--- src/rtl/kmeans_pkg.sv ---
// Shared types and widths for the K-means iteration controller and its divider.
package kmeans_pkg;

    typedef enum logic [2:0] {
        S_IDLE,
        S_CLEAR,
        S_PASS,
        S_DRAIN,
        S_DIV,
        S_CHECK,
        S_DONE
    } state_t;

    localparam int PIX_W = 24;
    localparam int CH_W  = 8;
    localparam int ACC_W = 24;
    localparam int CNT_W = 12;

    // One quotient bit per dividend bit; the load cycle comes on top of this.
    localparam int DIV_STEPS = ACC_W;

    function automatic logic [CH_W-1:0] absDiff(input logic [CH_W-1:0] a, input logic [CH_W-1:0] b);
        return (a > b) ? (a - b) : (b - a);
    endfunction

endpackage

--- src/rtl/kmeans_seq_div.sv ---
// Restoring divider, 24-bit sum by 12-bit count, 8-bit saturated quotient.
// Optional KMEANS_ROUND_EN biases the dividend by half the divisor for round-to-nearest.
module kmeans_seq_div
    import kmeans_pkg::*;
(
    input  logic               i_clk,
    input  logic               i_reset,
    input  logic               i_start,
    input  logic [ACC_W-1:0]   i_dividend,
    input  logic [CNT_W-1:0]   i_divisor,
    output logic               o_busy,
    output logic               o_done,
    output logic [CH_W-1:0]    o_quot
);

    logic [ACC_W-1:0] r_quo;
    logic [CNT_W-1:0] r_rem;
    logic [CNT_W-1:0] r_div;
    logic [4:0]       r_steps;
    logic             r_ovf;
    logic             r_busy;

    logic [ACC_W:0]   w_biased;
    logic [CNT_W:0]   w_shift;
    logic             w_fits;
    logic [CNT_W-1:0] w_remNext;
    logic [ACC_W-1:0] w_quoNext;

`ifdef KMEANS_ROUND_EN
    assign w_biased = {1'b0, i_dividend} + {{(ACC_W-CNT_W+1){1'b0}}, (i_divisor >> 1)};
`else
    assign w_biased = {1'b0, i_dividend};
`endif

    // The remainder after a successful subtract is below the divisor, so 12-bit wrap is exact.
    assign w_shift   = {r_rem, r_quo[ACC_W-1]};
    assign w_fits    = (w_shift >= {1'b0, r_div});
    assign w_remNext = w_fits ? (w_shift[CNT_W-1:0] - r_div) : w_shift[CNT_W-1:0];
    assign w_quoNext = {r_quo[ACC_W-2:0], w_fits};

    assign o_busy = r_busy;
    assign o_done = r_busy && (r_steps == 5'd1);
    assign o_quot = (r_ovf || (|w_quoNext[ACC_W-1:CH_W])) ? {CH_W{1'b1}} : w_quoNext[CH_W-1:0];

    always_ff @(posedge i_clk) begin
        if (i_reset) begin
            r_quo   <= '0;
            r_rem   <= '0;
            r_div   <= '0;
            r_steps <= '0;
            r_ovf   <= 1'b0;
            r_busy  <= 1'b0;
        end else if (i_start) begin
            r_quo   <= w_biased[ACC_W-1:0];
            r_ovf   <= w_biased[ACC_W];
            r_rem   <= '0;
            r_div   <= i_divisor;
            r_steps <= 5'(DIV_STEPS);
            r_busy  <= 1'b1;
        end else if (r_busy) begin
            r_quo   <= w_quoNext;
            r_rem   <= w_remNext;
            r_steps <= r_steps - 5'd1;
            if (r_steps == 5'd1) begin
                r_busy <= 1'b0;
            end
        end
    end

endmodule

--- src/rtl/kmeans_iter_ctrl.sv ---
// K-means iteration controller: sequences passes, divides sums into new means, checks convergence.
// Build option KMEANS_ROUND_EN selects round-to-nearest means (see kmeans_seq_div).
module kmeans_iter_ctrl
    import kmeans_pkg::*;
#(
    parameter int K        = 4,
    parameter int NPIX     = 4096,
    parameter int MAX_ITER = 16,
    parameter int TOL      = 0
) (
    input  logic                 i_clk,
    input  logic                 i_reset,
    input  logic                 i_start,
    input  logic [K*PIX_W-1:0]   i_init_means,
    input  logic                 i_pix_valid,
    output logic                 o_pix_ready,
    output logic                 o_acc_clr,
    output logic                 o_pass_en,
    input  logic [K*3*ACC_W-1:0] i_acc_in,
    input  logic [K*CNT_W-1:0]   i_cnt_in,
    output logic [K*PIX_W-1:0]   o_means,
    output logic [4:0]           o_iter,
    output logic                 o_busy,
    output logic                 o_done,
    output logic                 o_converged
);

    localparam int PC_W = $clog2(NPIX + 1);
    localparam int CL_W = (K > 1) ? $clog2(K) : 1;
    localparam logic [4:0] SLOT_LAST = 5'(DIV_STEPS);

    state_t             r_state;
    state_t             w_nextState;
    logic [PC_W-1:0]    r_pixCnt;
    logic [4:0]         r_slotCyc;
    logic [CL_W-1:0]    r_cluster;
    logic [1:0]         r_chan;
    logic [K*PIX_W-1:0] r_means;
    logic [K*PIX_W-1:0] r_shadow;
    logic [4:0]         r_iter;
    logic               r_converged;

    int                 w_byte;
    logic [ACC_W-1:0]   w_sum;
    logic [CNT_W-1:0]   w_cnt;
    logic               w_divStart;
    logic               w_divBusy;
    logic               w_divDone;
    logic [CH_W-1:0]    w_quot;
    logic               w_lastSlot;
    logic               w_convNow;
    logic [4:0]         w_iterInc;

    // Mean bytes are laid out B,G,R per cluster, so channel R of cluster c is byte 3c+2.
    assign w_byte     = int'(r_cluster) * 3 + 2 - int'(r_chan);
    assign w_sum      = i_acc_in[w_byte*ACC_W +: ACC_W];
    assign w_cnt      = i_cnt_in[int'(r_cluster)*CNT_W +: CNT_W];
    assign w_divStart = (r_state == S_DIV) && (r_slotCyc == 5'd0) && !w_divBusy;
    assign w_lastSlot = (r_cluster == CL_W'(K-1)) && (r_chan == 2'd2) && (r_slotCyc == SLOT_LAST);
    assign w_iterInc  = r_iter + 5'd1;

    kmeans_seq_div u_div (
        .i_clk      (i_clk),
        .i_reset    (i_reset),
        .i_start    (w_divStart),
        .i_dividend (w_sum),
        .i_divisor  (w_cnt),
        .o_busy     (w_divBusy),
        .o_done     (w_divDone),
        .o_quot     (w_quot)
    );

    always_comb begin
        w_convNow = 1'b1;
        for (int b = 0; b < 3*K; b++) begin
            if (absDiff(r_shadow[b*CH_W +: CH_W], r_means[b*CH_W +: CH_W]) > CH_W'(TOL)) begin
                w_convNow = 1'b0;
            end
        end
    end

    always_ff @(posedge i_clk) begin
        if (i_reset) begin
            r_state <= S_IDLE;
        end else begin
            r_state <= w_nextState;
        end
    end

    always_comb begin
        w_nextState = r_state;
        case (r_state)
            S_IDLE, S_DONE: if (i_start) w_nextState = S_CLEAR;
            S_CLEAR:        w_nextState = S_PASS;
            S_PASS:         if (i_pix_valid && (r_pixCnt == PC_W'(NPIX-1))) w_nextState = S_DRAIN;
            S_DRAIN:        w_nextState = S_DIV;
            S_DIV:          if (w_lastSlot) w_nextState = S_CHECK;
            S_CHECK:        w_nextState = (w_convNow || (w_iterInc == 5'(MAX_ITER))) ? S_DONE : S_CLEAR;
            default:        w_nextState = S_IDLE;
        endcase
    end

    // Every division slot is the same length; empty clusters just keep their old byte.
    always_ff @(posedge i_clk) begin
        if (i_reset) begin
            r_pixCnt    <= '0;
            r_slotCyc   <= '0;
            r_cluster   <= '0;
            r_chan      <= '0;
            r_means     <= '0;
            r_shadow    <= '0;
            r_iter      <= '0;
            r_converged <= 1'b0;
        end else begin
            case (r_state)
                S_IDLE, S_DONE: begin
                    if (i_start) begin
                        r_means     <= i_init_means;
                        r_iter      <= '0;
                        r_converged <= 1'b0;
                    end
                end
                S_CLEAR: r_pixCnt <= '0;
                S_PASS:  if (i_pix_valid) r_pixCnt <= r_pixCnt + 1'b1;
                S_DRAIN: begin
                    r_slotCyc <= '0;
                    r_cluster <= '0;
                    r_chan    <= '0;
                end
                S_DIV: begin
                    if (r_slotCyc == SLOT_LAST) begin
                        r_slotCyc <= '0;
                        if (w_divDone && (w_cnt != '0)) begin
                            r_shadow[w_byte*CH_W +: CH_W] <= w_quot;
                        end else begin
                            r_shadow[w_byte*CH_W +: CH_W] <= r_means[w_byte*CH_W +: CH_W];
                        end
                        if (r_chan == 2'd2) begin
                            r_chan    <= '0;
                            r_cluster <= r_cluster + 1'b1;
                        end else begin
                            r_chan <= r_chan + 2'd1;
                        end
                    end else begin
                        r_slotCyc <= r_slotCyc + 5'd1;
                    end
                end
                S_CHECK: begin
                    r_means <= r_shadow;
                    r_iter  <= w_iterInc;
                    if (w_nextState == S_DONE) begin
                        r_converged <= w_convNow;
                    end
                end
                default: ;
            endcase
        end
    end

    assign o_pix_ready = (r_state == S_PASS);
    assign o_acc_clr   = (r_state == S_CLEAR);
    assign o_pass_en   = i_pix_valid && (r_state == S_PASS);
    assign o_means     = r_means;
    assign o_iter      = r_iter;
    assign o_busy      = (r_state != S_IDLE) && (r_state != S_DONE);
    assign o_done      = (r_state == S_DONE);
    assign o_converged = r_converged;

endmodule

--- config.mk ---
export PLATFORM = sky130hd
export DESIGN_NAME = kmeans_iter_ctrl
export DESIGN_NICKNAME = d
export VERILOG_FILES = /design/src/rtl/kmeans_pkg.sv /design/src/rtl/kmeans_seq_div.sv /design/src/rtl/kmeans_iter_ctrl.sv
export SDC_FILE = /design/constraint.sdc
export NUM_CORES = 1
export LEC_CHECK = 0
export CORE_MARGIN = 10
export CORE_UTILIZATION = 35
export DETAILED_ROUTE_END_ITERATION = 6
export DONT_BUFFER_PORTS = 1
export GPL_ROUTABILITY_DRIVEN = 0
export RECOVER_POWER = 100
export SETUP_SLACK_MARGIN = 0.15
export SYNTH_ARGS = -nofsm -noshare
export SYNTH_HDL_FRONTEND = slang
export SYNTH_SLANG_ARGS = --single-unit
--- constraint.sdc ---
create_clock -name i_clk -period 15.4 [get_ports i_clk]
set_input_delay 0.77 -clock i_clk [delete_from_list [all_inputs] [get_ports i_clk]]
set_output_delay 0.77 -clock i_clk [all_outputs]
set_load 0.02 [all_outputs]
# After elaboration in Yosys (flattened, before gate mapping)
# Index checks and enable logic that the tools add are counted.
# word_totals
register_bits	277
inputBits	436
# op_classes
addsub	34
multipliers	3
order_cmp	25
n_eq_ne	19
n_shift	6
muxes	58
reduce_logical	28
# ops
cell	count
$shiftx A288 B12 Y24	1
$bwmux W96	2
$mux W96	2
$pmux W96 S2	1
$shiftx A8 B33 Y96	2
$sub A8 B8 Y8	24
$mux W8	13
$gt A8 B1 Y1 const B	12
$gt A8 B8 Y1	12
$shift A8 B33 Y96 const A	1
$shiftx A96 B9 Y8	1
$mux W24	2
$shiftx A48 B7 Y12	1
$neg A9 Y33	1
$pmux W13 S2	1
$mux W5	4
$pmux W5 S2	2
$pmux W3 S6	1
$mux W1	17
$reduce_or A16 Y1	1
$add A13 B1 Y13 const B	1
$eq A13 B12 Y1 const B	1
$ge A13 B12 Y1	1
$mux W13	1
33 further kinds	68

# Depth between registers and ports, before layout
# Gate-level depths: netlist (run 1).
# depth
depth_word	21
ltp_mapped	27

# Modules after synthesis
# A second synthesis (run 1) with hierarchy kept.
# unflattened
hier_cells	3160
area_unflattened_um2	28422.3
# modules_own_cells
module	n_inst	cells_per_inst	area_per_inst_um2	seq_area_each_um2
kmeans_iter_ctrl	1	2791	25373.1	4464.3
kmeans_seq_div	1	369	3049.2	1081.0

# Worst setup path before layout (run 1)
# Ideal clock, no wire load.
# synth_path
kind	register -> register
start	reg r_cluster[0]
end	reg u_div.r_quo[0]
arrival_time_ns	6.225
t_required_ns	15.272
slack_ns	9.047
path_stages_with_launch	22
path_buffers	5
synth_period_minus_slack_ns	6.353
path_cell_list	dfxtp_1 -> clkbuf_1 -> buf_1 -> inv_1 -> ha_1 -> fa_1 -> inv_1 -> ha_1 -> inv_1 -> fa_1 -> xor2_1 -> ha_1 -> inv_1 -> fa_1 -> buf_1 -> clkbuf_1 -> buf_1 -> mux4_2 -> mux2i_1 -> o22ai_1 -> a222oi_1 -> nor2_1
# synth_via
elab_chain_cells	6
# synth_rtl
item	line_no	source
from (decl)	kmeans_iter_ctrl.sv:36	logic [CL_W-1:0] r_cluster;
from (signal assigned)	kmeans_iter_ctrl.sv:140	r_cluster <= r_cluster + 1'b1;
$mul A2 B2 Y4	kmeans_iter_ctrl.sv:55	assign w_byte = int'(r_cluster) * 3 + 2 - int'(r_chan);
$add A4 B2 Y5	kmeans_iter_ctrl.sv:55	
$sub A5 B2 Y6	kmeans_iter_ctrl.sv:55	
$mul A6 B3 Y9	kmeans_iter_ctrl.sv:56	assign w_sum = i_acc_in[w_byte*ACC_W +: ACC_W];
$shiftx A288 B12 Y24	kmeans_iter_ctrl.sv:56	
$mux W24	kmeans_seq_div.sv:53	end else if (i_start) begin
to (signal assigned)	kmeans_seq_div.sv:54	r_quo <= w_biased[ACC_W-1:0];
to (signal assigned)	kmeans_seq_div.sv:61	r_quo <= w_quoNext;
to (decl)	kmeans_seq_div.sv:16	logic [ACC_W-1:0] r_quo;
# No other way between the ends.
# A chain may end at the register's enable or synchronous reset.

# Worst setup path after layout (run 1)
# layout_path
start	reg r_cluster[0]
end	reg u_div.r_quo[9]
# Same word-level chain as after synthesis.

==> flow_metrics.py, run 1 <==
metrics = {
    "routing": {
        "vias": 25600,
        "totalWireLength_um": 111000,
        "wl_per_cell_um": 26.3,
        "ant_nets": 0,
        "vias_per_cell": 6.10,
        "drc": 0,
        "first_pass_iters": 6,
        "dr.first_iter.drc_count": 2672,
    },
    "sta": {
        "slew_violations": 321,
        "setup_ws_ns": 5.83,
        "finalHoldViolations": 0,
        "period_needed_ns": 9.57,
        "slew_headroom_pct": -174,
        "max_clock_freq_ghz": 0.105,
        "rsz0062_at_grt": "no",
        "fin_skew_ns": 0.0306,
        "setup_viol": 0,
        "finalCritPeriodShare_pct": 62.1,
        "worst_pin_slew_ns": 4.11,
        "fin_setup_tns_ns": 0,
    },
    "yosys": {
        "yosysTopAreaCell": "mux4_2",
        "syn_inst": 3245,
        "async_reset_ff_share_pct": 0,
        "avgSynthCellArea_sq_um": 8.71,
        "synth_top_flop_cell": "dfxtp_1",
        "synth_seq_cells": 277,
        "synth_edf_count": 0,
        "yosys-top-cells-area": "mux4_2 21%, dfxtp_1 20%, ha_1 10%, mux2i_1 6.3%, a21oi_1 4.6%",
        "synthesis.area_sq_um": 28300,
        "synth_fp_nets": 3913,
        "ys_types": 96,
        "synth_top_area_share_pct": 21.4,
        "yosysSeqAreaShare_pct": 19.6,
        "ys_warn_count": 0,
    },
    "floorplan": {
        "start_util_pct": 35.2,
        "die_y_um": 304,
        "die-area_sq_um": 92600,
        "io_pins": 543,
        "rows": 104,
        "dieWidth_um": 304,
        "core_area_sq_um": 80300,
    },
    "outcome": {
        "status": "complete, but fails checks",
        "failed_checks": "max-capacitance violations, max-slew violations",
    },
    "power": {
        "power.share.combinational_pct": 29.7,
        "clkPwrFrac_pct": 36.9,
        "power.internal_mw": 1.66,
        "leakagePower_nw": 11.4,
        "powerDensity_nw_per_um2": 84.2,
        "seqPwrFrac_pct": 33.5,
        "power.switching_mw": 0.895,
        "ir_drop_mv": 0.0603,
        "swShare_pct": 35.0,
    },
    "cts": {
        "hold_buffers": 0,
        "numCtsBuffers": 35,
        "insertion_delay_ns": 0.57,
        "cts_setup_buffers": 0,
        "cts.clk_slew.worst_paths_ns": 0.06,
        "root_buffer": "clkbuf_16",
        "htree_levels": 2,
        "cts_buffer_depth": 3,
        "cts_tree": "built",
        "cts.sinks": 277,
        "cts_resized": 0,
    },
    "critical_path": {
        "worstSetupStartpoint": "r_cluster[0]$_SDFFE_PP0P_",
        "cpPeakStageDelay_ns": 2.85,
        "worst_setup_path_start_kind": "flop",
        "r2r_start": "r_cluster[0]$_SDFFE_PP0P_",
        "arrival_ns": 10.03,
        "endpoint_kind": "flop",
        "timing.critical_path.to": "u_div.r_quo[9]$_SDFFE_PP0P_",
        "worst_path_most_repeated_cell": "inv_1",
        "critPathBufInv": 7,
        "critical_path_depth": 21,
        "crit_family": "buffers and inverters",
        "reg2reg_depth": 21,
        "worstSetupPathType": "reg2reg",
        "r2r-end": "u_div.r_quo[9]$_SDFFE_PP0P_",
        "required_ns": 15.87,
        "cpMaxStageDelayCell": "clkbuf_1",
        "path_max_fanout": 67,
        "rrSetupSlack_ns": 5.83,
        "worstPathCellList": "inv_1, ha_1, fa_1, inv_1, ha_1, inv_1, fa_1, inv_1, ha_1, ha_1, inv_1, fa_4, clkbuf_1, nand4b_1, inv_1, nand2_1, nor2_1, a21oi_1, nor3_1, a2111oi_0, a211oi_1",
    },
    "global_routing": {
        "grt_pass1_wl_um": 162000,
        "grt_max_degree": 258,
        "first_global_vias": 24100,
        "grt-ovfl-total": 0,
        "grtUsageTotal_pct": 22.6,
        "antenna_found_initial": 3,
    },
    "place": {
        "place_area_sq_um": 29100,
        "dp_hpwl_um": 89300,
        "post-place-ws_ns": 8.35,
        "portBuffers": 0,
    },
    "final_layout": {
        "syn_to_final_growth_pct": 7.33,
        "nFillCells": 8088,
        "fin_area_sq_um": 30400,
        "final_util_pct": 37.8,
        "layout-drive-gt1-share_pct": 13.0,
        "finalNetCount": 3775,
    },
    "worst_hold_path": {
        "hp-class": "in2reg",
    },
    "run": {
        "max-cap-violations": 4,
    },
}
## per-stage QoR
stage               instances  hold WS [ns]  total power [mW]
floorplan                3245         0.436              1.39
global placement         4130         0.441              1.61
detailed placement       4130         0.449              1.61
CTS                      4194         0.276              2.56
global route             4199         0.300              2.67
finish                   4201         0.332              2.56
## synthesized netlist by cell type, drive strengths merged, types with 12 or more instances
master,count
and3,22
mux2,22
mux4,269
nor4,25
xor2,25
inv,277
clkbuf,142
a21o,23
mux2i,179
a221oi,25
xnor2,36
o21ai,109
nand2b,19
nor2,311
o22ai,20
o21bai,12
a211oi,124
buf,52
o21a,16
nand3,46
nand4,44
a31oi,13
ha,228
o211ai,17
and2,27
a21oi,264
dfxtp,277
a2111oi,13
nand2,335
nor2b,43
or2,21
nor3,66
## power by group through the flow
stage	Clock, mW	Combinational (mW)	Sequential, mW
final	0.943	0.758	0.855
after global routing	0.989	0.821	0.859
after CTS	0.964	0.746	0.854
after detailed placement	0	0.742	0.870
after global placement	0	0.741	0.870
after floorplan	0	0.568	0.827
## cell usage in the layout, fill, tap and decap left out, drive strengths merged, types with 21 or more instances in the layout
cell and instances:
inv 280, and2 27, clkbuf 53, mux2 22, dfxtp 277, mux4 269, xnor2 36, nor4 25
a211oi 124, ha 228, nand4 44, xor2 25, or2 21, a21o 23, o21ai 109, nor2 311
a221oi 25, nor3 66, nand3 46, and3 22, a21oi 264, nand2 335, nor2b 43, mux2i 179
## kinds of logic after synthesis
kind of cell | share of synthesized area, %
xor+xnor | 1.89
simple gates | 16.3
fa+ha+maj | 10.4
flops | 19.6
mux | 28.6
buf+inv | 6.38
compound gates | 16.8
## layout make-up
type	count	area [sq um]	share of cell area, %
clock buffers	47	1010	3.33
repair buffers	19	133	0.437
multi-input cells	2496	21000	69.1
clock inverters	17	294	0.969
well taps	1060	1330	4.37
diodes	7	17.5	0.0577
inverters	278	1040	3.44
flip-flops and latches	277	5550	18.3
## worst register-to-register path, stage by stage (launching register included)
cell       delay, ns
dfxtp_1         1.00
inv_1           0.11
ha_1            0.34
fa_1            0.42
inv_1           0.07
ha_1            0.17
inv_1           0.07
fa_1            0.70
inv_1           0.20
ha_1            0.32
ha_1            0.15
inv_1           0.06
fa_4            0.81
clkbuf_1        2.85
nand4b_1        0.56
inv_1           0.32
nand2_1         0.35
nor2_1          0.37
a21oi_1         0.12
nor3_1          0.15
a2111oi_0       0.09
a211oi_1        0.23
## state kept, by name, summed over array words and instances, names as in the netlist
name           count
u_div.r_quo       24
o_iter             5
r_slotCyc          5
r_chan             2
u_div.r_div       12
r_state            3
u_div.r_rem       12
r_shadow          96
r_pixCnt          13
u_div.o_busy       1
u_div.r_steps      5
o_means           96
r_cluster          2
o_converged        1
## worst min path at each step
stage | start | to | slack [ns] | depth (start not counted)
6_report | i_reset | o_iter[4]$_SDFFE_PP0P_ | 0.33 | 1
5_1_grt | i_reset | r_pixCnt[0]$_SDFFE_PP0P_ | 0.30 | 1
4_1_cts | i_reset | r_pixCnt[0]$_SDFFE_PP0P_ | 0.28 | 1
3_5_place_dp | u_div.r_div[2]$_SDFFE_PP0P_ | u_div.r_div[2]$_SDFFE_PP0P_ | 0.45 | 2
3_3_place_gp | u_div.r_div[2]$_SDFFE_PP0P_ | u_div.r_div[2]$_SDFFE_PP0P_ | 0.44 | 2
2_1_floorplan | u_div.r_div[10]$_SDFFE_PP0P_ | u_div.r_div[10]$_SDFFE_PP0P_ | 0.44 | 2
## routing by layer
| layer | wire length, um | share of wire (%) | up-vias | GRT usage (%) |
|---|---|---|---|---|
| met1 | 41200 | 37 | 12400 | 26.2 |
| met4 | 4590 | 4.1 | 0 | 8.94 |
| met2 | 53000 | 48 | 1247 | 38.0 |
| met5 | 0 | 0 | - | 0 |
| li1 | - | - | 11800 | - |
| met3 | 11900 | 11 | 197 | 7.28 |
Note: power is estimated with default switching activity, not from simulation.
==> inputs of run 2 (changes only) <==
Clock period 15.4 ns to 8.7 ns, I/O delays scaled along.
==> run 2 against run 1 <==
Effect of this change:
- the run still ends with max-capacitance violations, max-slew violations left
- routed wire length rose by 0.93%
- largest power group unchanged
- first-iteration DRC count rose by 3.0%
- non-clock buffer count fell by 1
- critical endpoint unchanged
==> flow_metrics.py, run 2 (synthesis results as in run 1) <==
metrics = {
    "cts": {
        "numCtsBuffers": 36,
        "root_buffer": "clkbuf_16",
        "cts.sinks": 277,
        "cts.clk_slew.worst_paths_ns": 0.06,
        "htree_levels": 2,
        "insertion_delay_ns": 0.58,
        "cts_tree": "built",
        "cts_setup_buffers": 0,
        "cts_buffer_depth": 3,
    },
    "final_layout": {
        "layout_commonest_cell": "nand2_1",
        "layout-drive-gt1-share_pct": 12.9,
        "syn_to_final_growth_pct": 7.11,
        "nFillCells": 8122,
        "multi_input_area_sq_um": 21000,
        "finalNonFillerCells": 4199,
        "regArea_sq_um": 5550,
        "final_cell_mix": "335 x nand2_1, 311 x nor2_1, 277 x inv_1, 276 x dfxtp_1, 269 x mux4_2",
        "finalNetCount": 3775,
    },
    "power": {
        "leakagePower_nw": 11.4,
        "clkPwrFrac_pct": 34.7,
        "ir_drop_mv": 0.104,
        "seqPwrFrac_pct": 34.2,
        "power.share.combinational_pct": 31.1,
        "power.internal_mw": 2.82,
        "swShare_pct": 36.1,
        "powerDensity_nw_per_um2": 146,
        "power.switching_mw": 1.60,
    },
    "sta": {
        "slew_violations": 186,
        "setup_viol": 0,
        "rsz0062_at_grt": "no",
        "max_clock_freq_ghz": 0.146,
        "slew_headroom_pct": -292,
        "fin_skew_ns": 0.0299,
        "finalCritPeriodShare_pct": 78.6,
        "finalHoldViolations": 0,
        "fin_setup_tns_ns": 0,
        "period_needed_ns": 6.84,
        "worst_pin_slew_ns": 5.89,
    },
    "floorplan": {
        "die-area_sq_um": 92600,
        "start_util_pct": 35.2,
        "core_area_sq_um": 80300,
        "dieWidth_um": 304,
        "die_y_um": 304,
        "io_pins": 543,
        "rows": 104,
    },
    "routing": {
        "drc": 0,
        "wl_per_cell_um": 26.6,
        "dr.first_iter.drc_count": 2751,
        "vias_per_cell": 6.11,
        "first_pass_iters": 6,
        "vias": 25700,
        "ant_nets": 0,
        "totalWireLength_um": 112000,
    },
    "critical_path": {
        "rrSetupSlack_ns": 1.86,
        "worstPathCellList": "inv_1, fa_1, inv_1, ha_1, inv_1, fa_1, xor2_1, clkbuf_1, inv_1, ha_1, ha_1, a21oi_1, nor2b_1, o21ai_0, xnor2_1, nand2_1, nor2_1, a21oi_1, nor3_1, a2111oi_0, a211oi_1",
        "worst_path_most_repeated_cell": "inv_1",
        "cpPeakStageDelay_ns": 0.80,
        "crit_family": "adder cells",
        "critPathBufInv": 5,
        "worst_setup_path_start_kind": "flop",
        "arrival_ns": 7.30,
        "worstSetupPathType": "reg2reg",
        "path_max_fanout": 15,
        "endpoint_kind": "flop",
        "cpMaxStageDelayCell": "dfxtp_1",
        "required_ns": 9.16,
    },
    "worst_hold_path": {
        "hp-class": "in2reg",
    },
    "global_routing": {
        "antenna_found_initial": 3,
        "grtUsageTotal_pct": 22.8,
        "first_global_vias": 24300,
        "grt-ovfl-total": 0,
        "grt_pass1_wl_um": 164000,
        "grt_max_degree": 223,
        "met2_usage_pct": 38.5,
        "global_route.usage.met3_pct": 6.76,
        "grtUsageMet1_pct": 26.8,
        "top_usage_layer": "met2",
    },
    "place": {
        "placed_cells": 4127,
        "portBuffers": 0,
        "dp_hpwl_um": 89200,
    },
    "outcome": {
        "failed_checks": "max-capacitance violations, max-slew violations",
        "status": "complete, but fails checks",
    },
    "run": {
        "max-cap-violations": 2,
    },
}
[run 2: cell types whose count changed in the layout (fill, tap and decap cells not counted), moves of 2 or more]
cell / change
clkinv_4: +2
clkinvlp_4: +2
bufinv_16: -5
buf_4: -4
buf_12: +2
[run 2: what timing repair did]
item	in CTS	in global routing
endpoints found under the hold margin	24	0
gates resized for setup	0	0
hold buffers	2	0
[run 2: cell type report]
class,count,share of cell area (%)
inverters,278,3.44
flip-flops and latches,277,18.3
repair buffers,18,0.533
diodes,8,0.0661
well taps,1060,4.38
multi-input cells,2496,69.3
clock buffers,48,3.35
clock inverters,14,0.566
[run 2: worst paths after layout]
check	start	end	depth (start not counted)
max	r_cluster[1]$_SDFFE_PP0P_	u_div.r_quo[9]$_SDFFE_PP0P_	21
min	i_reset	r_state[2]$_SDFF_PP0_	1
max reg2reg	r_cluster[1]$_SDFFE_PP0P_	u_div.r_quo[9]$_SDFFE_PP0P_	21
min reg2reg	u_div.r_div[7]$_SDFFE_PP0P_	u_div.r_div[7]$_SDFFE_PP0P_	2
[run 2: through the flow]
step | power [mW] | cell area [sq um] | hold WS, ns | setup WS (ns) | util, %
2_1_floorplan | 2.47 | 28300 | 0.436 | 2.35 | -
3_3_place_gp | 2.85 | 29100 | 0.442 | 2.22 | 36.2
3_5_place_dp | 2.85 | 29100 | 0.448 | 2.10 | 36.2
4_1_cts | 4.40 | 30300 | 0.0109 | 2.05 | 37.8
5_1_grt | 4.61 | 30300 | 0.0367 | 1.44 | 37.7
6_report | 4.42 | 30300 | 0.0816 | 1.86 | 37.7
[run 2: power by group through the flow]
stage | clock network (mW) | registers [mW] | logic [mW]
after floorplan | 0 | 1.46 | 1.01
after global placement | 0 | 1.54 | 1.31
after detailed placement | 0 | 1.54 | 1.31
after CTS | 1.56 | 1.51 | 1.33
after global routing | 1.60 | 1.52 | 1.49
final | 1.53 | 1.51 | 1.38
[run 2: worst register-to-register path: cells and delay by family, from the launching register on]
kind	cells	cell delay, ns
buffers and inverters	5	1.30
flip-flops	1	0.80
XOR/XNOR	2	0.83
adder cells (fa/ha/maj)	5	1.88
AO/OA/AOI/OAI	5	0.74
AND/OR/NAND/NOR	4	1.18
[run 2: per-layer routing]
layer / up-vias / routed length (um)
li1: 11700 / -
met1: 12400 / 42100
met2: 1303 / 53200
met3: 197 / 11400
met4: 0 / 5020
met5: - / 0
==> inputs of run 3 (changes only) <==
Clock period 8.7 ns to 6.83 ns, I/O delays scaled along.
==> run 3 against run 2 <==
Effect of this change:
- the flow still finishes with violations (max-capacitance violations, max-slew violations)
- cell count is 0.21% higher
- routed wire length is 0.52% lower
- utilization is 0.12 points higher
- die area stayed put
- flip-flop and latch count stayed put
- combinational power is 26% higher
- worst hold slack worse by 0.062 ns
- maximum frequency is 11% higher
- non-clock buffer count is 9 higher
- count of clock-buffer cells in the layout is 1 higher
- power is 28% higher
- critical path depth is 4 lower
- critical path type unchanged
- largest cell class unchanged
- highest routed layer unchanged
==> flow_metrics.py, run 3 (synthesis results as in run 1) <==
metrics = {
    "routing": {
        "wl_per_cell_um": 26.4,
        "totalWireLength_um": 111000,
        "vias": 25600,
        "drc": 0,
        "ant_nets": 0,
        "dr.first_iter.drc_count": 2534,
        "vias_per_cell": 6.08,
        "first_pass_iters": 6,
    },
    "sta": {
        "period_needed_ns": 6.19,
        "finalHoldViolations": 0,
        "setup_viol": 0,
        "slew_violations": 192,
        "worst_pin_slew_ns": 3.78,
        "fin_setup_tns_ns": 0,
        "max_clock_freq_ghz": 0.162,
        "rsz0062_at_grt": "no",
        "slew_headroom_pct": -152,
        "fin_skew_ns": 0.0351,
        "finalCritPeriodShare_pct": 90.7,
    },
    "final_layout": {
        "fin_area_sq_um": 30400,
        "final_cell_mix": "335 x nand2_1, 311 x nor2_1, 277 x inv_1, 276 x dfxtp_1, 269 x mux4_2",
        "finalNetCount": 3783,
        "layout-drive-gt1-share_pct": 13.1,
        "finalNonFillerCells": 4208,
        "syn_to_final_growth_pct": 7.46,
        "layout_commonest_cell": "nand2_1",
    },
    "outcome": {
        "failed_checks": "max-capacitance violations, max-slew violations",
        "status": "complete, but fails checks",
    },
    "global_routing": {
        "grt_pass1_wl_um": 163000,
        "first_global_vias": 24600,
        "antenna_found_initial": 5,
        "grt_max_degree": 209,
        "grtUsageMet1_pct": 26.8,
        "met2_usage_pct": 38.1,
        "grtUsageTotal_pct": 22.8,
        "grt-ovfl-total": 0,
        "top_usage_layer": "met2",
        "global_route.usage.met3_pct": 6.60,
    },
    "cts": {
        "insertion_delay_ns": 0.57,
        "cts_resized": 0,
        "numCtsBuffers": 35,
        "hold_buffers": 3,
        "cts_setup_buffers": 0,
        "cts_tree": "built",
        "cts.clk_slew.worst_paths_ns": 0.06,
        "root_buffer": "clkbuf_16",
        "cts_buffer_depth": 3,
        "htree_levels": 2,
        "cts.sinks": 277,
    },
    "run": {
        "max-cap-violations": 1,
    },
    "critical_path": {
        "worstSetupPathType": "reg2reg",
        "worst_setup_path_start_kind": "flop",
        "required_ns": 7.22,
        "arrival_ns": 6.58,
        "path_max_fanout": 38,
        "endpoint_kind": "flop",
    },
    "worst_hold_path": {
        "hp-class": "in2reg",
    },
    "place": {
        "place_area_sq_um": 29200,
        "placed_cells": 4135,
        "dp_hpwl_um": 89100,
        "portBuffers": 0,
    },
    "power": {
        "total_power_mw": 5.66,
        "leakagePower_nw": 11.4,
        "powerDensity_nw_per_um2": 186,
        "ir_drop_mv": 0.119,
    },
    "floorplan": {
        "start_util_pct": 35.2,
        "core_area_sq_um": 80300,
        "die-area_sq_um": 92600,
        "die_y_um": 304,
        "dieWidth_um": 304,
        "rows": 104,
        "io_pins": 543,
    },
}
## run 3: stage by stage
step	utilization, %	worst slack (ns)	hold WS (ns)
3_5_place_dp	36.3	0.726	0.446
3_3_place_gp	36.3	0.843	0.443
5_1_grt	37.8	0.156	0.0164
4_1_cts	37.9	0.649	0.000142
6_report	37.9	0.638	0.0199
2_1_floorplan	-	0.477	0.436
## run 3: path summary, 6_finish.rpt
| check | startpoint | endpoint | slack [ns] | cells past startpoint |
|---|---|---|---|---|
| setup / recovery | r_cluster[1]$_SDFFE_PP0P_ | u_div.r_quo[5]$_SDFFE_PP0P_ | 0.64 | 17 |
| setup reg to reg | r_cluster[1]$_SDFFE_PP0P_ | u_div.r_quo[5]$_SDFFE_PP0P_ | 0.64 | 17 |
| hold reg to reg | u_div.r_div[4]$_SDFFE_PP0P_ | u_div.r_div[4]$_SDFFE_PP0P_ | 0.46 | 2 |
| hold / removal | i_init_means[69] | o_means[69]$_SDFFE_PP0P_ | 0.02 | 2 |
## run 3: layout make-up
cell class,count,area [sq um]
antenna,10,25.0
timing repair buffer,27,269
sequential,277,5550
multi-input combinational,2496,21000
inverter,278,1040
clock inverter,11,176
fill,8076,49900
tap,1060,1330
clock buffer,49,1030
## run 3: worst max-delay path: stages, from the launching register on
cell,delay (ns)
dfxtp_1,0.30
buf_4,0.23
inv_1,0.16
fa_1,0.50
inv_1,0.07
ha_1,0.15
inv_1,0.06
fa_1,0.70
inv_1,0.22
ha_1,0.33
ha_1,0.95
buf_2,0.93
mux4_2,0.63
a21oi_1,0.18
o22ai_1,0.10
a221o_1,0.34
o21ai_0,0.08
nor2_1,0.06
## run 3: metal layers
| metal | vias up | share of wire [%] |
|---|---|---|
| met1 | 12300 | 38 |
| met3 | 210 | 10 |
| li1 | 11800 | - |
| met2 | 1291 | 48 |
| met4 | 0 | 4.5 |
| met5 | - | 0 |
## run 3: power by group
group	internal (mW)	leakage (nW)	switching [mW]	total, mW
registers	1.69	2.25	0.232	1.92
clock network	1.20	0.591	0.785	1.99
logic	0.744	8.59	0.998	1.74
